<file path="config.mk">
export PLATFORM = sky130hd
export DESIGN_NAME = psram_arbiter_flat
export DESIGN_NICKNAME = d
export VERILOG_FILES = /design/src/rtl/psram_arbiter_if.sv /design/src/rtl/psram_arbiter.sv /design/src/flat_wrapper.sv
export SDC_FILE = /design/constraint.sdc
export NUM_CORES = 1
export LEC_CHECK = 0
export BUFFER_PORTS_ARGS = -buffer_cell sky130_fd_sc_hd__buf_2
export CELL_PAD_IN_SITES_DETAIL_PLACEMENT = 1
export CELL_PAD_IN_SITES_GLOBAL_PLACEMENT = 1
export CORE_AREA = 2 2 186 188
export DETAILED_ROUTE_END_ITERATION = 6
export DIE_AREA = 0 0 188 190
export PLACE_DENSITY_LB_ADDON = 0.2
export SYNTH_ARGS = -nofsm -noshare
export SYNTH_HDL_FRONTEND = slang
export SYNTH_SLANG_ARGS = --single-unit
</file>
<file path="constraint.sdc">
create_clock -name mem_clk -period 1.5 [get_ports mem_clk]
set_input_delay 0.075 -clock mem_clk [delete_from_list [all_inputs] [get_ports mem_clk]]
set_output_delay 0.075 -clock mem_clk [all_outputs]
set_load 0.05 [all_outputs]
</file>
<file path="src/rtl/psram_arbiter_if.sv">
// Bus bundle between the two line requesters, the arbiter and the PSRAM controller.
// slave = arbiter view, master = requesters plus controller (environment) view.
interface psram_arbiter_if;
   logic         p0_req;
   logic         p0_we;
   logic [17:0]  p0_addr;
   logic [127:0] p0_rdata;
   logic         p0_cache_en;
   logic         p0_cache_we;
   logic         p0_done;

   logic         p1_req;
   logic         p1_we;
   logic [17:0]  p1_addr;
   logic [127:0] p1_rdata;
   logic         p1_cache_en;
   logic         p1_cache_we;
   logic         p1_done;

   logic [1:0]   grant;
   logic         mem_rd;
   logic         mem_wr;
   logic [17:0]  raddr;
   logic [17:0]  waddr;
   logic [127:0] cache_rdata;
   logic         cache_en;
   logic         cache_we;
   logic         rd_busy;
   logic         wr_busy;

   modport slave (
      input  p0_req, p0_we, p0_addr, p0_rdata,
      input  p1_req, p1_we, p1_addr, p1_rdata,
      input  cache_en, cache_we, rd_busy, wr_busy,
      output p0_cache_en, p0_cache_we, p0_done,
      output p1_cache_en, p1_cache_we, p1_done,
      output grant, mem_rd, mem_wr, raddr, waddr, cache_rdata
   );

   modport master (
      output p0_req, p0_we, p0_addr, p0_rdata,
      output p1_req, p1_we, p1_addr, p1_rdata,
      output cache_en, cache_we, rd_busy, wr_busy,
      input  p0_cache_en, p0_cache_we, p0_done,
      input  p1_cache_en, p1_cache_we, p1_done,
      input  grant, mem_rd, mem_wr, raddr, waddr, cache_rdata
   );
endinterface

</file>
<file path="src/rtl/psram_arbiter.sv">
// Two-port line arbiter/sequencer in front of the QSPI PSRAM cache-line controller.
// Define PSRAM_ARB_STATS_EN to add per-port completion counters and a max-wait statistic.
module psram_arbiter #(
   parameter int P1_MAX_BURST = 4
`ifdef PSRAM_ARB_STATS_EN
   ,
   parameter int STAT_W = 32
`endif
) (
   input  logic mem_clk,
   input  logic reset_n,
   psram_arbiter_if.slave bus
`ifdef PSRAM_ARB_STATS_EN
   ,
   output logic [STAT_W-1:0] p0_grants,
   output logic [STAT_W-1:0] p1_grants,
   output logic [STAT_W-1:0] max_wait
`endif
);

   typedef enum logic [1:0] {
      IDLE      = 2'd0,
      ISSUE     = 2'd1,
      WAIT_DONE = 2'd2
   } state_t;

   state_t       state_q, state_d;
   logic [1:0]   grant_q, grant_d;
   logic         we_q, we_d;
   logic [17:0]  addr_q, addr_d;
   logic [1:0]   done_q, done_d;
   logic [3:0]   burst_q, burst_d;
   logic         busy;
   logic         force_p0;

   assign busy     = bus.rd_busy | bus.wr_busy;
   assign force_p0 = bus.p0_req && (burst_q >= 4'(P1_MAX_BURST));

   always_ff @(posedge mem_clk or negedge reset_n) begin
      if (!reset_n) begin
         state_q <= IDLE;
         grant_q <= 2'b00;
         we_q    <= 1'b0;
         addr_q  <= 18'd0;
         done_q  <= 2'b00;
         burst_q <= 4'd0;
      end else begin
         state_q <= state_d;
         grant_q <= grant_d;
         we_q    <= we_d;
         addr_q  <= addr_d;
         done_q  <= done_d;
         burst_q <= burst_d;
      end
   end

   always_comb begin
      state_d = state_q;
      grant_d = grant_q;
      we_d    = we_q;
      addr_d  = addr_q;
      done_d  = 2'b00;
      burst_d = burst_q;
      case (state_q)
         IDLE: begin
            // The done cycle itself never arbitrates, so a requester may still drop req one cycle later.
            if (done_q == 2'b00) begin
               if (bus.p1_req && !force_p0) begin
                  grant_d = 2'b10;
                  we_d    = bus.p1_we;
                  addr_d  = bus.p1_addr;
                  burst_d = bus.p0_req ? burst_q + 4'd1 : 4'd0;
                  state_d = ISSUE;
               end else if (bus.p0_req) begin
                  grant_d = 2'b01;
                  we_d    = bus.p0_we;
                  addr_d  = bus.p0_addr;
                  burst_d = 4'd0;
                  state_d = ISSUE;
               end else begin
                  burst_d = 4'd0;
               end
            end
         end
         ISSUE: begin
            // No timeout: the controller stays idle through its long power-up init.
            if (busy) begin
               state_d = WAIT_DONE;
            end
         end
         WAIT_DONE: begin
            if (!busy) begin
               done_d  = grant_q;
               grant_d = 2'b00;
               state_d = IDLE;
            end
         end
         default: begin
            state_d = IDLE;
            grant_d = 2'b00;
         end
      endcase
   end

   always_comb begin
      bus.mem_rd      = (state_q == ISSUE) && !we_q;
      bus.mem_wr      = (state_q == ISSUE) && we_q;
      bus.grant       = grant_q;
      bus.raddr       = addr_q;
      bus.waddr       = addr_q;
      bus.p0_done     = done_q[0];
      bus.p1_done     = done_q[1];
      bus.cache_rdata = grant_q[1] ? bus.p1_rdata : bus.p0_rdata;
      bus.p0_cache_en = bus.cache_en & grant_q[0];
      bus.p0_cache_we = bus.cache_we & grant_q[0];
      bus.p1_cache_en = bus.cache_en & grant_q[1];
      bus.p1_cache_we = bus.cache_we & grant_q[1];
   end

`ifdef PSRAM_ARB_STATS_EN
   logic [1:0]        req_w;
   logic [STAT_W-1:0] max_wait_q, max_wait_d;

   assign req_w = {bus.p1_req, bus.p0_req};

   for (genvar gi = 0; gi < 2; gi++) begin : g_stat
      logic [STAT_W-1:0] grants_q;
      logic [STAT_W-1:0] wait_q;
      logic              waiting;

      // A request is waiting until its transaction reaches WAIT_DONE.
      assign waiting = req_w[gi] && !done_q[gi] && !((state_q == WAIT_DONE) && grant_q[gi]);

      always_ff @(posedge mem_clk or negedge reset_n) begin
         if (!reset_n) begin
            grants_q <= '0;
            wait_q   <= '0;
         end else begin
            if (done_d[gi] && (grants_q != '1)) begin
               grants_q <= grants_q + 1'b1;
            end
            if (!waiting) begin
               wait_q <= '0;
            end else if (wait_q != '1) begin
               wait_q <= wait_q + 1'b1;
            end
         end
      end
   end

   always_comb begin
      max_wait_d = max_wait_q;
      if (g_stat[0].wait_q > max_wait_d) max_wait_d = g_stat[0].wait_q;
      if (g_stat[1].wait_q > max_wait_d) max_wait_d = g_stat[1].wait_q;
   end

   always_ff @(posedge mem_clk or negedge reset_n) begin
      if (!reset_n) begin
         max_wait_q <= '0;
      end else begin
         max_wait_q <= max_wait_d;
      end
   end

   assign p0_grants = g_stat[0].grants_q;
   assign p1_grants = g_stat[1].grants_q;
   assign max_wait  = max_wait_q;
`endif

endmodule

</file>
<file path="src/flat_wrapper.sv">
// flat-port wrapper written by rule: the top's interface ports become plain ports
module psram_arbiter_flat 
#(
   parameter int P1_MAX_BURST = 4

)
  (mem_clk, reset_n, bus_p0_req, bus_p0_we, bus_p0_addr, bus_p0_rdata, bus_p1_req, bus_p1_we, bus_p1_addr, bus_p1_rdata, bus_cache_en, bus_cache_we, bus_rd_busy, bus_wr_busy, bus_p0_cache_en, bus_p0_cache_we, bus_p0_done, bus_p1_cache_en, bus_p1_cache_we, bus_p1_done, bus_grant, bus_mem_rd, bus_mem_wr, bus_raddr, bus_waddr, bus_cache_rdata);
  psram_arbiter_if bus_i ();
  input  logic mem_clk;
  input  logic reset_n;
  input wire logic [$bits(bus_i.p0_req)-1:0] bus_p0_req;
  input wire logic [$bits(bus_i.p0_we)-1:0] bus_p0_we;
  input wire logic [$bits(bus_i.p0_addr)-1:0] bus_p0_addr;
  input wire logic [$bits(bus_i.p0_rdata)-1:0] bus_p0_rdata;
  input wire logic [$bits(bus_i.p1_req)-1:0] bus_p1_req;
  input wire logic [$bits(bus_i.p1_we)-1:0] bus_p1_we;
  input wire logic [$bits(bus_i.p1_addr)-1:0] bus_p1_addr;
  input wire logic [$bits(bus_i.p1_rdata)-1:0] bus_p1_rdata;
  input wire logic [$bits(bus_i.cache_en)-1:0] bus_cache_en;
  input wire logic [$bits(bus_i.cache_we)-1:0] bus_cache_we;
  input wire logic [$bits(bus_i.rd_busy)-1:0] bus_rd_busy;
  input wire logic [$bits(bus_i.wr_busy)-1:0] bus_wr_busy;
  output wire logic [$bits(bus_i.p0_cache_en)-1:0] bus_p0_cache_en;
  output wire logic [$bits(bus_i.p0_cache_we)-1:0] bus_p0_cache_we;
  output wire logic [$bits(bus_i.p0_done)-1:0] bus_p0_done;
  output wire logic [$bits(bus_i.p1_cache_en)-1:0] bus_p1_cache_en;
  output wire logic [$bits(bus_i.p1_cache_we)-1:0] bus_p1_cache_we;
  output wire logic [$bits(bus_i.p1_done)-1:0] bus_p1_done;
  output wire logic [$bits(bus_i.grant)-1:0] bus_grant;
  output wire logic [$bits(bus_i.mem_rd)-1:0] bus_mem_rd;
  output wire logic [$bits(bus_i.mem_wr)-1:0] bus_mem_wr;
  output wire logic [$bits(bus_i.raddr)-1:0] bus_raddr;
  output wire logic [$bits(bus_i.waddr)-1:0] bus_waddr;
  output wire logic [$bits(bus_i.cache_rdata)-1:0] bus_cache_rdata;
  assign bus_i.p0_req = bus_p0_req;
  assign bus_i.p0_we = bus_p0_we;
  assign bus_i.p0_addr = bus_p0_addr;
  assign bus_i.p0_rdata = bus_p0_rdata;
  assign bus_i.p1_req = bus_p1_req;
  assign bus_i.p1_we = bus_p1_we;
  assign bus_i.p1_addr = bus_p1_addr;
  assign bus_i.p1_rdata = bus_p1_rdata;
  assign bus_i.cache_en = bus_cache_en;
  assign bus_i.cache_we = bus_cache_we;
  assign bus_i.rd_busy = bus_rd_busy;
  assign bus_i.wr_busy = bus_wr_busy;
  assign bus_p0_cache_en = bus_i.p0_cache_en;
  assign bus_p0_cache_we = bus_i.p0_cache_we;
  assign bus_p0_done = bus_i.p0_done;
  assign bus_p1_cache_en = bus_i.p1_cache_en;
  assign bus_p1_cache_we = bus_i.p1_cache_we;
  assign bus_p1_done = bus_i.p1_done;
  assign bus_grant = bus_i.grant;
  assign bus_mem_rd = bus_i.mem_rd;
  assign bus_mem_wr = bus_i.mem_wr;
  assign bus_raddr = bus_i.raddr;
  assign bus_waddr = bus_i.waddr;
  assign bus_cache_rdata = bus_i.cache_rdata;
  psram_arbiter #(.P1_MAX_BURST(P1_MAX_BURST)) u_core (.mem_clk(mem_clk), .reset_n(reset_n), .bus(bus_i));
endmodule
</file>
==> results.cfg <==
[outcome]
run_status = finished, violations left
violations = setup timing

[hold_path]
holdPathEnd = u_core.state_q[0]
hp-class = input pin to register
hold_path_startpoint = bus_wr_busy
hold_path_depth = 2

[global_route]
first_global_vias = 4589
grt_max_degree = 28
grtUsageTotal_pct = 12.6
grt_pass1_wl_um = 33200
global_route.overflow_total = 0
number_of_antenna_violations_at_the_first_check_in_global_routing = 8

[yosys]
synth_enable_flop_cells = 0
post_synth_main_area_contributors = sky130_fd_sc_hd__mux2_2, sky130_fd_sc_hd__dfrtp_1, sky130_fd_sc_hd__buf_4
post_synth_and_or_nand_nor_area_fraction_pct = 8.52
synth-seq-cells = 29
dominant_combinational_cell_family_by_area_after_synthesis = multiplexers
synth_adder_area_share_pct = 0.402
synth.mux.area_fraction_pct = 46.3
synth_warnings = 0
syn_inst = 317
synth_cell_type_count = 29
syn-mean-instance-area_sq_um = 9.82
register_area_share_after_synthesis_pct = 23.3
post_synth_top_area_share_pct = 46.3
postSynth.topFlopCell = sky130_fd_sc_hd__dfrtp_1
synth_top_area_cell = sky130_fd_sc_hd__mux2_2
synth_compound_area_share_pct = 12.5
share_of_flip_flops_with_an_asynchronous_set_or_reset_after_synthesis_pct = 100
synthesis.nets = 620
synthXorXnorAreaFrac_pct = 0
combined_area_of_all_synthesized_cells_sq_um = 3110

[floorplanning]
floorplan.io_pins = 476
fp.coreArea_sq_um = 33900
initial_util_pct = 9.17
floorplan.rows = 68
die_area_sq_um = 35700
die_span_in_x_um = 188
die_h_um = 190

[worst_setup_path]
r2r_setup_slack_ps = 70
crit_arrival_ps = 1630
worstReg2RegStart = u_core.state_q[0]
crit_path_end_kind = primary output
critical_path.startpoint_type = register
r2r_end = u_core.burst_q[1]
timing.setup.critical_path_class = register to primary output
worstPathRequired_ps = 1420
critPathMaxFanout = 15
worstRegToRegCells = 3

[cts]
htree_num_levels = 2
clock_tree.root_cell = sky130_fd_sc_hd__clkbuf_16
cts_tree = yes
clkSlewWorstSetupHoldPaths_ps = 50
cts_max_path_buffers = 2
clock_insertion_delay_worst_skew_ps = 280
clock-sinks = 29
cts_inserted_buffers = 5

[sta]
skew_ps = 5.60
fin_ws_ps = -202
totalNegativeSetupSlack_ps = -19360
worstMarginPinSlew_ps = 374
hold_viol_final = 0
max-slew-margin-rel_pct = 75.1
max_freq_mhz = 587
rsz0062_at_grt = true
setup_viol_count_final = 129
timing.final.max_slew_violations = 0
hold_slack_ps = 10.2
period_share_pct = 113
finalCriticalPeriod_ps = 1700

[place]
dp_hpwl_um = 21200
gpl_wtd_cong = 0.737
port_buffers = 475
dpl_worst_slack_ps = -24.3

[route]
drc = 0
wl_um = 25300
vias = 4406
drt-vias-per-instance = 3.51
routedWlPerCell_um = 20.1
dr.first_iter.drc_count = 100
dr.pass1.iters = 6
ant_nets = 0

[cells_and_area]
final_layout_size_suffix_gt1_share_pct = 83.2
finish.net_count = 1100
area.growth.synth_to_final_pct = 136

[pwr]
ir_worst_vdd_mv = 1.07
netSwitchingFraction_pct = 57.0
p_clk_share_pct = 6.5
switching_power_w = 0.00897
leakagePower_nw = 3.62
power_w = 0.0157
cellInternalPower_w = 0.00678
share_seq_of_total_power_pct = 9.4
p_comb_share_pct = 84.1
power-per-cell-area_nw_per_um2 = 2140

[job]
timing.max_cap.violations = 0
-- final cells by class --
| cell class | instances | area, sq um |
|---|---|---|
| antenna | 4 | 10.0 |
| clock buffer | 8 | 146 |
| fill | 4045 | 26600 |
| inverter | 2 | 7.51 |
| multi-input combinational | 241 | 2180 |
| sequential | 29 | 729 |
| tap | 455 | 569 |
| timing repair buffer | 518 | 3710 |
-- logic make-up after synthesis --
group	after synthesis
mux	128
compound gates	68
buf+inv	47
simple gates	44
flops	29
fa+ha+maj	1
-- power groups by stage --
stage	clock [W]	combinational (W)	sequential [W]
2_1_floorplan	0	0.00766	0.00234
3_3_place_gp	0	0.0112	0.00150
3_5_place_dp	0	0.0112	0.00151
4_1_cts	0.00105	0.0124	0.00150
5_1_grt	0.00109	0.0138	0.00156
6_report	0.00102	0.0132	0.00148
-- placed cells by master, fill, tap and decap left out, drive strengths merged --
| cell | count |
|---|---|
| dlygate4sd3 | 1 |
| o31ai | 2 |
| ha | 1 |
| clkbuf | 14 |
| o21bai | 1 |
| a2bb2o | 1 |
| a22o | 1 |
| o21a | 1 |
| mux2 | 128 |
| nand2b | 4 |
| buf | 511 |
| dfrtp | 29 |
| o21ai | 22 |
| or4 | 1 |
| a22oi | 1 |
| nand2 | 5 |
| and3 | 2 |
| inv | 2 |
| diode | 4 |
| a21oi | 20 |
| nand3 | 19 |
| or2 | 1 |
| nor2b | 1 |
| a31oi | 19 |
| nor2 | 3 |
| nor4 | 1 |
| nand4b | 1 |
| and2 | 6 |
-- synthesized netlist by cell type (3+ instances only) --
| library cell | number |
|---|---|
| sky130_fd_sc_hd__mux2_2 | 128 |
| sky130_fd_sc_hd__dfrtp_1 | 29 |
| sky130_fd_sc_hd__o21ai_0 | 22 |
| sky130_fd_sc_hd__a21oi_1 | 20 |
| sky130_fd_sc_hd__a31oi_1 | 19 |
| sky130_fd_sc_hd__buf_4 | 19 |
| sky130_fd_sc_hd__nand3_1 | 19 |
| sky130_fd_sc_hd__buf_2 | 18 |
| sky130_fd_sc_hd__clkbuf_1 | 7 |
| sky130_fd_sc_hd__and2_1 | 6 |
| sky130_fd_sc_hd__nand2_1 | 5 |
| sky130_fd_sc_hd__nand2b_1 | 4 |
| sky130_fd_sc_hd__nor2_1 | 3 |
-- flip-flops by register name (all words and copies together), names as in the netlist --
| register | count |
|---|---|
| u_core.bus.grant | 2 |
| u_core.done_q | 2 |
| u_core.state_q | 2 |
| u_core.burst_q | 4 |
| u_core.we_q | 1 |
| u_core.bus.raddr | 18 |
-- worst max-delay path, stage by stage (launching register included) --
cell	delay (ps)
sky130_fd_sc_hd__dfrtp_4	440
sky130_fd_sc_hd__buf_12	170
sky130_fd_sc_hd__buf_12	160
sky130_fd_sc_hd__mux2_2	380
sky130_fd_sc_hd__buf_6	160
-- what timing repair did --
item	CTS	global route
gates resized for setup	192	67
setup endpoints to repair	156	156
cloned	1	8
buffers inserted	1	7
pin swaps	0	3
hold buffers	1	0
endpoints found under the hold margin	29	0
-- layer usage --
layer	global-route usage, %	routed length [um]	up-vias
met5	0	55	-
met4	1.79	302	8
met3	3.04	1670	21
met2	21.7	12500	219
met1	16.3	10800	2030
li1	-	-	2128
-- per-stage QoR --
stage	area [sq um]	instances	utilization [%]
after global routing	7340	1255	21.6
after detailed placement	6150	1227	18.1
after CTS	6950	1238	20.5
after floorplan	3170	317	-
after global placement	6150	1227	18.1
final	7350	1257	21.6
-- worst max path at each step --
stage                         from                   end  slack, ps  depth (start not counted)
3_5_place_dp     u_core.state_q[0]  u_core.bus.raddr[14]        -20                          4
4_1_cts        u_core.bus.grant[1]   bus_cache_rdata[82]       -230                          4
5_1_grt        u_core.bus.grant[1]   bus_cache_rdata[86]       -260                          4
6_report       u_core.bus.grant[1]   bus_cache_rdata[91]       -200                          4
2_1_floorplan  u_core.bus.grant[1]   bus_cache_rdata[35]       -120                          4
3_3_place_gp     u_core.state_q[0]   u_core.bus.grant[1]         20                          4
(Power assumes the default switching activity.)
